<file path="src/rtl/tpu_cdrain_pkg.sv">
// Shared types for the C-result SRAM drain: FSM state encoding, stall counter width
// and an index-width helper.
package tpu_cdrain_pkg;

  typedef enum logic [1:0] {CD_IDLE, CD_ISSUE, CD_DRAIN} cd_state_e;

  localparam int CD_STALL_W = 32;

  function automatic int cd_idx_w(input int n);
    return (n > 1) ? $clog2(n) : 1;
  endfunction

endpackage

</file>
<file path="src/rtl/cdrain_fifo.sv">
// Return-skid FIFO: synchronous write, show-ahead head, occupancy count.
// DEPTH must be a power of two so the pointers wrap naturally.
module cdrain_fifo #(
  parameter int DATA_W = 32,
  parameter int DEPTH  = 4,
  parameter int CNT_W  = 3
) (
  input  logic              clk,
  input  logic              rst_n,
  input  logic              push,
  input  logic [DATA_W-1:0] push_data,
  input  logic              pop,
  output logic [DATA_W-1:0] head_data,
  output logic [CNT_W-1:0]  count,
  output logic              empty
);

  localparam int PTR_W = $clog2(DEPTH);

  logic [DATA_W-1:0] mem [DEPTH];
  logic [PTR_W-1:0]  wr_ptr_q, wr_ptr_d, rd_ptr_q, rd_ptr_d;
  logic [CNT_W-1:0]  count_q, count_d;

  always_comb begin
    wr_ptr_d = push ? wr_ptr_q + 1'b1 : wr_ptr_q;
    rd_ptr_d = pop  ? rd_ptr_q + 1'b1 : rd_ptr_q;
    count_d  = count_q + CNT_W'(push) - CNT_W'(pop);
  end

  always_ff @(posedge clk) begin
    if (push) mem[wr_ptr_q] <= push_data;
  end

  always_ff @(posedge clk or negedge rst_n) begin
    if (!rst_n) begin
      wr_ptr_q <= '0;
      rd_ptr_q <= '0;
      count_q  <= '0;
    end else begin
      wr_ptr_q <= wr_ptr_d;
      rd_ptr_q <= rd_ptr_d;
      count_q  <= count_d;
    end
  end

  // Head is forced to zero when empty so the stream data output is clean out of reset.
  assign empty     = (count_q == '0);
  assign head_data = empty ? '0 : mem[rd_ptr_q];
  assign count     = count_q;

endmodule

</file>
<file path="src/rtl/c_sram_drain.sv">
// Drains the M x N C tile from the result SRAM in row-major order onto a tagged stream,
// issuing reads only while the skid FIFO has room for every outstanding return.
// Optional CDRAIN_STALL_CNT_EN adds a saturating back-pressure cycle counter (stall_cnt).
module c_sram_drain
  import tpu_cdrain_pkg::*;
#(
  parameter int M          = 8,
  parameter int N          = 8,
  parameter int DATA_W     = 32,
  parameter int ROW_W      = cd_idx_w(M),
  parameter int COL_W      = cd_idx_w(N),
  parameter int FIFO_DEPTH = 4,
  parameter int CNT_W      = $clog2(FIFO_DEPTH + 1)
) (
  input  logic              clk,
  input  logic              rst_n,
  input  logic              start,
  output logic              busy,
  output logic              done,
  output logic              err,
  output logic              rd_en,
  output logic              rd_re,
  output logic [ROW_W-1:0]  rd_row,
  output logic [COL_W-1:0]  rd_col,
  input  logic [DATA_W-1:0] rd_rdata,
  input  logic              rd_rvalid,
  output logic              m_valid,
  input  logic              m_ready,
  output logic [DATA_W-1:0] m_data,
  output logic [ROW_W-1:0]  m_row,
  output logic [COL_W-1:0]  m_col,
  output logic              m_last
`ifdef CDRAIN_STALL_CNT_EN
  ,
  output logic [CD_STALL_W-1:0] stall_cnt
`endif
);

  cd_state_e         state_q, state_d;
  logic              busy_q, busy_d, done_q, done_d, err_q, err_d;
  logic [ROW_W-1:0]  rd_row_q, rd_row_d, tag_row_q, tag_row_d;
  logic [COL_W-1:0]  rd_col_q, rd_col_d, tag_col_q, tag_col_d;
  logic [CNT_W-1:0]  inflight_q, inflight_d;
  logic [CNT_W-1:0]  fifo_cnt;
  logic              fifo_empty;
  logic [DATA_W-1:0] fifo_head;
  logic [CNT_W:0]    credit_used;
  logic              pop, push, issue, rd_last, tag_last;
`ifdef CDRAIN_STALL_CNT_EN
  logic [CD_STALL_W-1:0] stall_q, stall_d;
`endif

  cdrain_fifo #(.DATA_W(DATA_W), .DEPTH(FIFO_DEPTH), .CNT_W(CNT_W)) u_fifo (
    .clk       (clk),
    .rst_n     (rst_n),
    .push      (push),
    .push_data (rd_rdata),
    .pop       (pop),
    .head_data (fifo_head),
    .count     (fifo_cnt),
    .empty     (fifo_empty)
  );

  always_comb begin
    pop      = !fifo_empty && m_ready;
    push     = rd_rvalid && (inflight_q != '0);
    rd_last  = (rd_row_q == ROW_W'(M - 1)) && (rd_col_q == COL_W'(N - 1));
    tag_last = (tag_row_q == ROW_W'(M - 1)) && (tag_col_q == COL_W'(N - 1));
    // A pop this cycle frees its slot immediately, so it is netted out of the credit check.
    credit_used = {1'b0, fifo_cnt} - (CNT_W + 1)'(pop) + {1'b0, inflight_q};
    issue    = (state_q == CD_ISSUE) && (credit_used < (CNT_W + 1)'(FIFO_DEPTH));

    state_d    = state_q;
    busy_d     = busy_q;
    done_d     = 1'b0;
    err_d      = err_q;
    rd_row_d   = rd_row_q;
    rd_col_d   = rd_col_q;
    tag_row_d  = tag_row_q;
    tag_col_d  = tag_col_q;
    inflight_d = inflight_q;

    // Returns arrive in order, so the output tag simply follows the handshakes.
    if (pop) begin
      if (tag_col_q == COL_W'(N - 1)) begin
        tag_col_d = '0;
        tag_row_d = tag_row_q + 1'b1;
      end else begin
        tag_col_d = tag_col_q + 1'b1;
      end
    end

    case (state_q)
      CD_IDLE: begin
        if (start) begin
          state_d   = CD_ISSUE;
          busy_d    = 1'b1;
          err_d     = 1'b0;
          rd_row_d  = '0;
          rd_col_d  = '0;
          tag_row_d = '0;
          tag_col_d = '0;
        end
      end
      CD_ISSUE: begin
        if (issue) begin
          if (rd_last) begin
            state_d = CD_DRAIN;
          end else if (rd_col_q == COL_W'(N - 1)) begin
            rd_col_d = '0;
            rd_row_d = rd_row_q + 1'b1;
          end else begin
            rd_col_d = rd_col_q + 1'b1;
          end
        end
      end
      CD_DRAIN: begin
        if (pop && tag_last) begin
          state_d = CD_IDLE;
          busy_d  = 1'b0;
          done_d  = 1'b1;
        end
      end
      default: state_d = CD_IDLE;
    endcase

    if (issue && !push)      inflight_d = inflight_q + 1'b1;
    else if (!issue && push) inflight_d = inflight_q - 1'b1;

    if (rd_rvalid && (inflight_q == '0)) err_d = 1'b1;

`ifdef CDRAIN_STALL_CNT_EN
    stall_d = stall_q;
    if (state_q == CD_IDLE && start)                    stall_d = '0;
    else if (!fifo_empty && !m_ready && stall_q != '1)  stall_d = stall_q + 1'b1;
`endif
  end

  always_ff @(posedge clk or negedge rst_n) begin
    if (!rst_n) begin
      state_q    <= CD_IDLE;
      busy_q     <= 1'b0;
      done_q     <= 1'b0;
      err_q      <= 1'b0;
      rd_row_q   <= '0;
      rd_col_q   <= '0;
      tag_row_q  <= '0;
      tag_col_q  <= '0;
      inflight_q <= '0;
`ifdef CDRAIN_STALL_CNT_EN
      stall_q    <= '0;
`endif
    end else begin
      state_q    <= state_d;
      busy_q     <= busy_d;
      done_q     <= done_d;
      err_q      <= err_d;
      rd_row_q   <= rd_row_d;
      rd_col_q   <= rd_col_d;
      tag_row_q  <= tag_row_d;
      tag_col_q  <= tag_col_d;
      inflight_q <= inflight_d;
`ifdef CDRAIN_STALL_CNT_EN
      stall_q    <= stall_d;
`endif
    end
  end

  assign busy    = busy_q;
  assign done    = done_q;
  assign err     = err_q;
  assign rd_en   = (state_q != CD_IDLE);
  assign rd_re   = issue;
  assign rd_row  = rd_row_q;
  assign rd_col  = rd_col_q;
  assign m_valid = !fifo_empty;
  assign m_data  = fifo_head;
  assign m_row   = tag_row_q;
  assign m_col   = tag_col_q;
  assign m_last  = !fifo_empty && tag_last;
`ifdef CDRAIN_STALL_CNT_EN
  assign stall_cnt = stall_q;
`endif

endmodule

</file>
<file path="config.mk">
export PLATFORM = sky130hd
export DESIGN_NAME = c_sram_drain
export DESIGN_NICKNAME = d
export VERILOG_FILES = /design/src/rtl/tpu_cdrain_pkg.sv /design/src/rtl/cdrain_fifo.sv /design/src/rtl/c_sram_drain.sv
export SDC_FILE = /design/constraint.sdc
export NUM_CORES = 1
export LEC_CHECK = 0
export CELL_PAD_IN_SITES_DETAIL_PLACEMENT = 0
export CELL_PAD_IN_SITES_GLOBAL_PLACEMENT = 1
export CORE_ASPECT_RATIO = 1.1
export CORE_MARGIN = 4
export CORE_UTILIZATION = 46
export CTS_CLUSTER_DIAMETER = 80
export DETAILED_ROUTE_END_ITERATION = 8
export GPL_ROUTABILITY_DRIVEN = 0
export GPL_TIMING_DRIVEN = 0
export PLACE_DENSITY_LB_ADDON = 0.1
export SYNTH_ARGS = -nofsm -noshare
export SYNTH_HDL_FRONTEND = slang
export SYNTH_SLANG_ARGS = --single-unit
</file>
<file path="constraint.sdc">
create_clock -name clk -period 3.4 [get_ports clk]
set_input_delay 0.51 -clock clk [delete_from_list [all_inputs] [get_ports clk]]
set_output_delay 0.51 -clock clk [all_outputs]
set_load 0.03 [all_outputs]
</file>
; After elaboration in Yosys (flattened, before gate mapping)
; Memories as Yosys holds them, arrays and structs flattened.
; Cells that the tools add are included.
[totals]
mem_count = 1
word_cells = 101
inputBits = 37
ramBits = 128
output_inout_bits = 51
regBits = 27
[op_classes]
muxes = 35
n_eq_ne = 12
magnitude_cmp = 1
reduce_logical = 28
add_sub_neg = 12
[memory_table]
columns = name, depth, width, rd, rd_clocked_by_memory_dff, write_ports, line_no
row1 = u_fifo.mem, 4, 32, 1, 0, 1, cdrain_fifo.sv:20  ; logic [DATA_W-1:0] mem [DEPTH];
[op_table]
columns = cell, n
row1 = two-way mux 3 bit, 17
row2 = two-way mux 32 bit, 1
row3 = adder 3 x 1 -> 3 bit (second input constant), 5
row4 = equality test 3 bit (second input constant), 4
row5 = one-hot mux 3 bit (2 select lines), 2
row6 = nonzero test 2 bit, 6
row7 = logical AND 1 bit, 10
row8 = != test 2 bit (second input constant), 5
row9 = two-way mux 1 bit, 9
row10 = two-way mux 2 bit, 4
row11 = AND reduction 4 bit, 2
row12 = logical NOT 3 bit, 2
row13 = one-hot mux 2 bit (3 select lines), 1
row14 = AND reduction 5 bit, 1
row15 = adder 2 x 1 -> 2 bit (second input constant), 2
row16 = adder 4 x 3 -> 4 bit, 1
row17 = < comparator 4 x 3 -> 1 bit (second input constant), 1
row18 = subtractor 3 x 1 -> 4 bit, 1
row19 = adder 3 x 1 -> 3 bit, 1
row20 = logical NOT 1 bit, 3
row21 = AND reduction 3 bit, 1
row22 = nonzero test 3 bit, 1
row23 = subtractor 3 x 1 -> 3 bit, 1
row24 = subtractor 3 x 1 -> 3 bit (second input constant), 1
row25 = 6 further kinds, 6

; Logic depth before layout (Yosys ltp)
[logic_depth]
ltp_word = 11
ltp_mapped = 15
mapped_depth_nobuf = 15

; Modules after synthesis
; A second synthesis with hierarchy kept.
[hier_totals]
cells_unflattened = 363
hier_area_um2 = 6495.0
[by_module_without_submodules]
columns = module, cells_per_inst, seq_area_each_um2, area_each_um2, n_inst
row1 = cdrain_fifo, 237, 4018.9, 5265.0, 1
row2 = c_sram_drain, 126, 500.5, 1229.9, 1

; Least setup slack after synthesis
; OpenSTA, ideal clock, no wires.
[synth_path]
path_type = reg-to-reg
startpoint = reg u_fifo.count_q[1], in the netlist u_fifo.count[1]
endpoint = reg inflight_q[2]
required_time_ps = 3320
period_less_slack_ps = 3462
arrival_ps = 3383
path_slack_ps = -62
path_stages_with_launch = 15
n_path_buf = 0
setup_ps = 80
path_cell_list = dfrtp_1 -> o31ai_4 -> or2_2 -> ha_1 -> nand2_1 -> nand2_1 -> a211oi_4 -> nor2_1 -> nor2_1 -> ha_1 -> inv_1 -> fa_1 -> xor2_1 -> nor2_1 -> xnor2_1
[synth_between]
elab_chain_cells = 10
elab_cells_between_ends = 12
classes_between = add/sub: 2 / order compare: 1 / mux: 1 / reduce/logical: 8
[synth_lines]
columns = element, line_no
row1 = start: declaration, cdrain_fifo.sv:22  ; logic [CNT_W-1:0] count_q, count_d;
row2 = start signal: assignment, cdrain_fifo.sv:42  ; count_q <= count_d;
row3 = logical NOT 3 bit, cdrain_fifo.sv:47  ; assign empty = (count_q == '0);
row4 = logical NOT 1 bit, c_sram_drain.sv:65  ; pop = !fifo_empty && m_ready;
row5 = logical AND 1 bit, c_sram_drain.sv:65
row6 = subtractor 3 x 1 -> 4 bit (*), c_sram_drain.sv:70  ; credit_used = {1'b0, fifo_cnt} - (CNT_W + 1)'(pop) + {1'b0, inflight_q};
row7 = adder 4 x 3 -> 4 bit (*), c_sram_drain.sv:70
row8 = < comparator 4 x 3 -> 1 bit (*), c_sram_drain.sv:71  ; issue = (state_q == CD_ISSUE) && (credit_used < (CNT_W + 1)'(FIFO_DEPTH));
row9 = logical AND 1 bit (*), c_sram_drain.sv:71
row10 = via rd_re, c_sram_drain.sv:22  ; output logic rd_re,
row11 = logical NOT 1 bit, c_sram_drain.sv:128  ; else if (!issue && push) inflight_d = inflight_q - 1'b1;
row12 = logical AND 1 bit, c_sram_drain.sv:128
row13 = nonzero test 2 bit (no source line), n/a
row14 = end signal: assignment, c_sram_drain.sv:162  ; inflight_q <= inflight_d;
row15 = end: declaration, c_sram_drain.sv:43  ; logic [CNT_W-1:0] inflight_q, inflight_d;
; The timed path passes the listed nets; every way through them passes the cells marked *.
; A chain may end at the register's enable or synchronous reset.

; Final worst setup path
[layout_path]
startpoint = reg u_fifo.rd_ptr_q[1]
endpoint = out m_data[16]
[layout_between]
elab_chain_cells = 2
[layout_lines]
columns = element, line_no
row1 = start: declaration, cdrain_fifo.sv:21  ; logic [PTR_W-1:0] wr_ptr_q, wr_ptr_d, rd_ptr_q, rd_ptr_d;
row2 = start signal: assignment, cdrain_fifo.sv:41  ; rd_ptr_q <= rd_ptr_d;
row3 = memory read (4 x 32 bit), n/a
row4 = two-way mux 32 bit, cdrain_fifo.sv:48  ; assign head_data = empty ? '0 : mem[rd_ptr_q];
row5 = end: declaration, c_sram_drain.sv:29  ; output logic [DATA_W-1:0] m_data,
; No other way between the ends.

==> results.toml <==
[setup_path]
end_kind = "output pin"
worst-path-buf-inv = 3
start_kind = "register"
crit_chain = "clkbuf_1 -> buf_1 -> mux4_2 -> nor2b_1 -> clkdlybuf4s50_1"
crit_type = "reg -> out"
crit_family = "buffers and inverters"
slowest_delay_ps = 700
crit_path_top_delay_cell = "clkdlybuf4s50_1"
critical_path_arrival_ps = 2770
required_ps = 2890
worst-path-max-fanout = 10

[logic_synthesis]
synth-seq-cells = 155
synth_top_family_by_area = "multiplexers"
synth.avg_cell_area_sq_um = 17.8
synth-compound-area-share_pct = 3.80
yosys-top-cells-count = "128 x edfxtp_1, 37 x nor2b_1, 32 x mux4_2"
yosys.area.top_type_share_pct = 59.6
synth_edf_count = 128
synth.area.top_cells = "edfxtp_1 60%, mux4_2 11%, dfrtp_1 10%, nor2b_1 3.6%, ha_1 3.5%"
netlist_area_sq_um = 6450
synth_fp_nets = 419
ys_seq_area_share_pct = 70.1
yosys.area.top_type = "edfxtp_1"
syn_inst = 362
synth_xor_area_share_pct = 1.36
synth_ff_type = "edfxtp_1"
synthSimpleGateAreaFrac_pct = 7.24
synth-adder-area-share_pct = 4.11
synth_most_common_cell = "edfxtp_1"
async_flop_share_pct = 17.4
synth.distinct_cells = 39
yosysWarnings = 0
synth_mux_area_share_pct = 11.5

[timing]
rsz0062_at_grt = "true"
max_freq_ghz = 0.305
slew_headroom_pct = 43.5
fin_setup_tns_ps = 0
finClkSkew_ps = 4.36
setup-violations-final = 0
post-route-period-util_pct = 96.4
post-route-min-period_ps = 3280
drv_slew = 0
hold_viol = 0
worstMarginPinSlew_ps = 843
setup_ws_ps = 123

[route]
post_drt_wl_per_cell_um = 17.8
avgViaCountPerCell = 5.08
drc = 0
drt_iter0_markers = 164
drt_pass1_iterations = 4
via_count = 3435
drt.antenna.violating_nets = 0
wl_um = 12000

[clock_network]
clkSlewWorstSetupHoldPaths_ps = 60
cts_tree = "yes"
clockBufferDepth = 2
htree_levels = 4
cts_buffers = 17
clk_latency_ps = 410
cts.sinks = 155
postCtsHoldBufs = 0
cts_root_buf = "clkbuf_16"

[final_layout]
fillers = 1043
drive_above_1_share_pct = 18.9
finish.instance_area_sq_um = 8300
finalNetCount = 532
areaGrowthSynthToFinish_pct = 28.7
stdcell_count = 676
n_antenna_cell = 0

[floorplanning]
fp.dieW_um = 121
rows = 45
die_area_sq_um = 16000
die_h_um = 132
core_area_sq_um = 13800
ios = 88
floorplan.initialDensity_pct = 46.7

[power_and_ir_drop]
p_leak_nw = 2.97
pwr_density_cell_nw_per_um2 = 1030
ir_drop_mv = 0.468
power_mw = 8.57

[global_route]
grt_pass1_vias = 3684
grt.overflow.total = 0
antenna_found_initial = 0
grt_max_degree = 32
gr-usage-all-layers_pct = 16.0
grt_pass1_wl_um = 19300

[placement]
dpl.cell_count = 641
numPortBuffers = 87
dp_slack_ps = -443
hpwlAfterDp_um = 7780
postPlaceCellArea_sq_um = 7650

[min_path]
hold_class = "in -> async"

[run_status]
status = "finished, final reports clean"

[job]
cap_violations = 0
-- what timing repair did --
action                                  CTS  global route
pin swaps                                 1             2
hold endpoints to repair                  0             0
resized for setup                         6             3
endpoints found under the setup margin   31            10
buffers inserted                          0             3
-- placed cells by master, fill, tap and decap left out, types with 10 or more instances in the layout --
cell             synthesis  routed
clkbuf_16                0      17
mux4_2                  32      32
nor2b_1                 37      37
nand2_1                 12      11
inv_1                   19      19
clkdlybuf4s50_1          0      85
dfrtp_1                 27      27
edfxtp_1               128     128
ha_1                    18      18
a21oi_1                 10      10
-- path summary, 6_finish.rpt --
path,slack [ps],endpoint,cells past startpoint,from
setup / recovery,120,m_data[16],5,u_fifo.rd_ptr_q[1]
min in group clk,520,rd_col[2],1,rd_col[2]
setup reg to reg,350,inflight_q[2],14,u_fifo.count[1]
hold / removal,120,rd_col[2],1,rst_n
hold reg to reg,520,rd_col[2],1,rd_col[2]
max in group asynchronous,2860,m_row[0],1,rst_n
-- power by group --
group / switching (mW) / internal (mW)
Clock: 0.705 / 1.29
Sequential: 0.186 / 2.53
Combinational: 2.13 / 1.73
Total: 3.02 / 5.56
-- sequential cells by signal (all words and copies together), names as in the netlist --
register,flops
busy,1
done,1
err,1
inflight_q,3
m_col,3
m_row,3
rd_col,3
rd_row,3
state_q,2
u_fifo.count,3
u_fifo.mem,128
u_fifo.rd_ptr_q,2
u_fifo.wr_ptr_q,2
-- through the flow --
step / util (%) / hold WS [ps]
floorplan: - / 214
global placement: 54.8 / 506
detailed placement: 55.5 / 511
CTS: 60.0 / 527
global route: 60.2 / 159
finish: 60.2 / 123
-- layer usage --
layer / global-route usage, % / share of wire [%] / vias up
met4: 5.67 / 1.6 / 0
met5: 0 / 0 / -
met1: 19.5 / 41 / 1727
met3: 4.25 / 4.8 / 15
li1: - / - / 1619
met2: 27.3 / 52 / 74
-- cells by family (layout without fill, tap and decap cells) --
kind of cell             after synthesis  count (layout)
flip-flops                           155             155
AND/OR/NAND/NOR                       82              82
multiplexers                          34              34
buffers and inverters                 31             157
AO/OA/AOI/OAI                         30              30
adder cells (fa/ha/maj)               20              20
XOR/XNOR                              10              10
-- area by class of cell --
cell class | instances | area, sq um | area share, %
Buffer | 12 | 50.0 | 0.603
Clock buffer | 18 | 429 | 5.17
Clock inverter | 14 | 200 | 2.41
Inverter | 19 | 71.3 | 0.859
Multi-Input combinational cell | 176 | 1820 | 22.0
Sequential cell | 155 | 4520 | 54.5
Tap cell | 188 | 235 | 2.83
Timing Repair Buffer | 94 | 971 | 11.7
No activity file was read; power rests on OpenSTA's default activity.
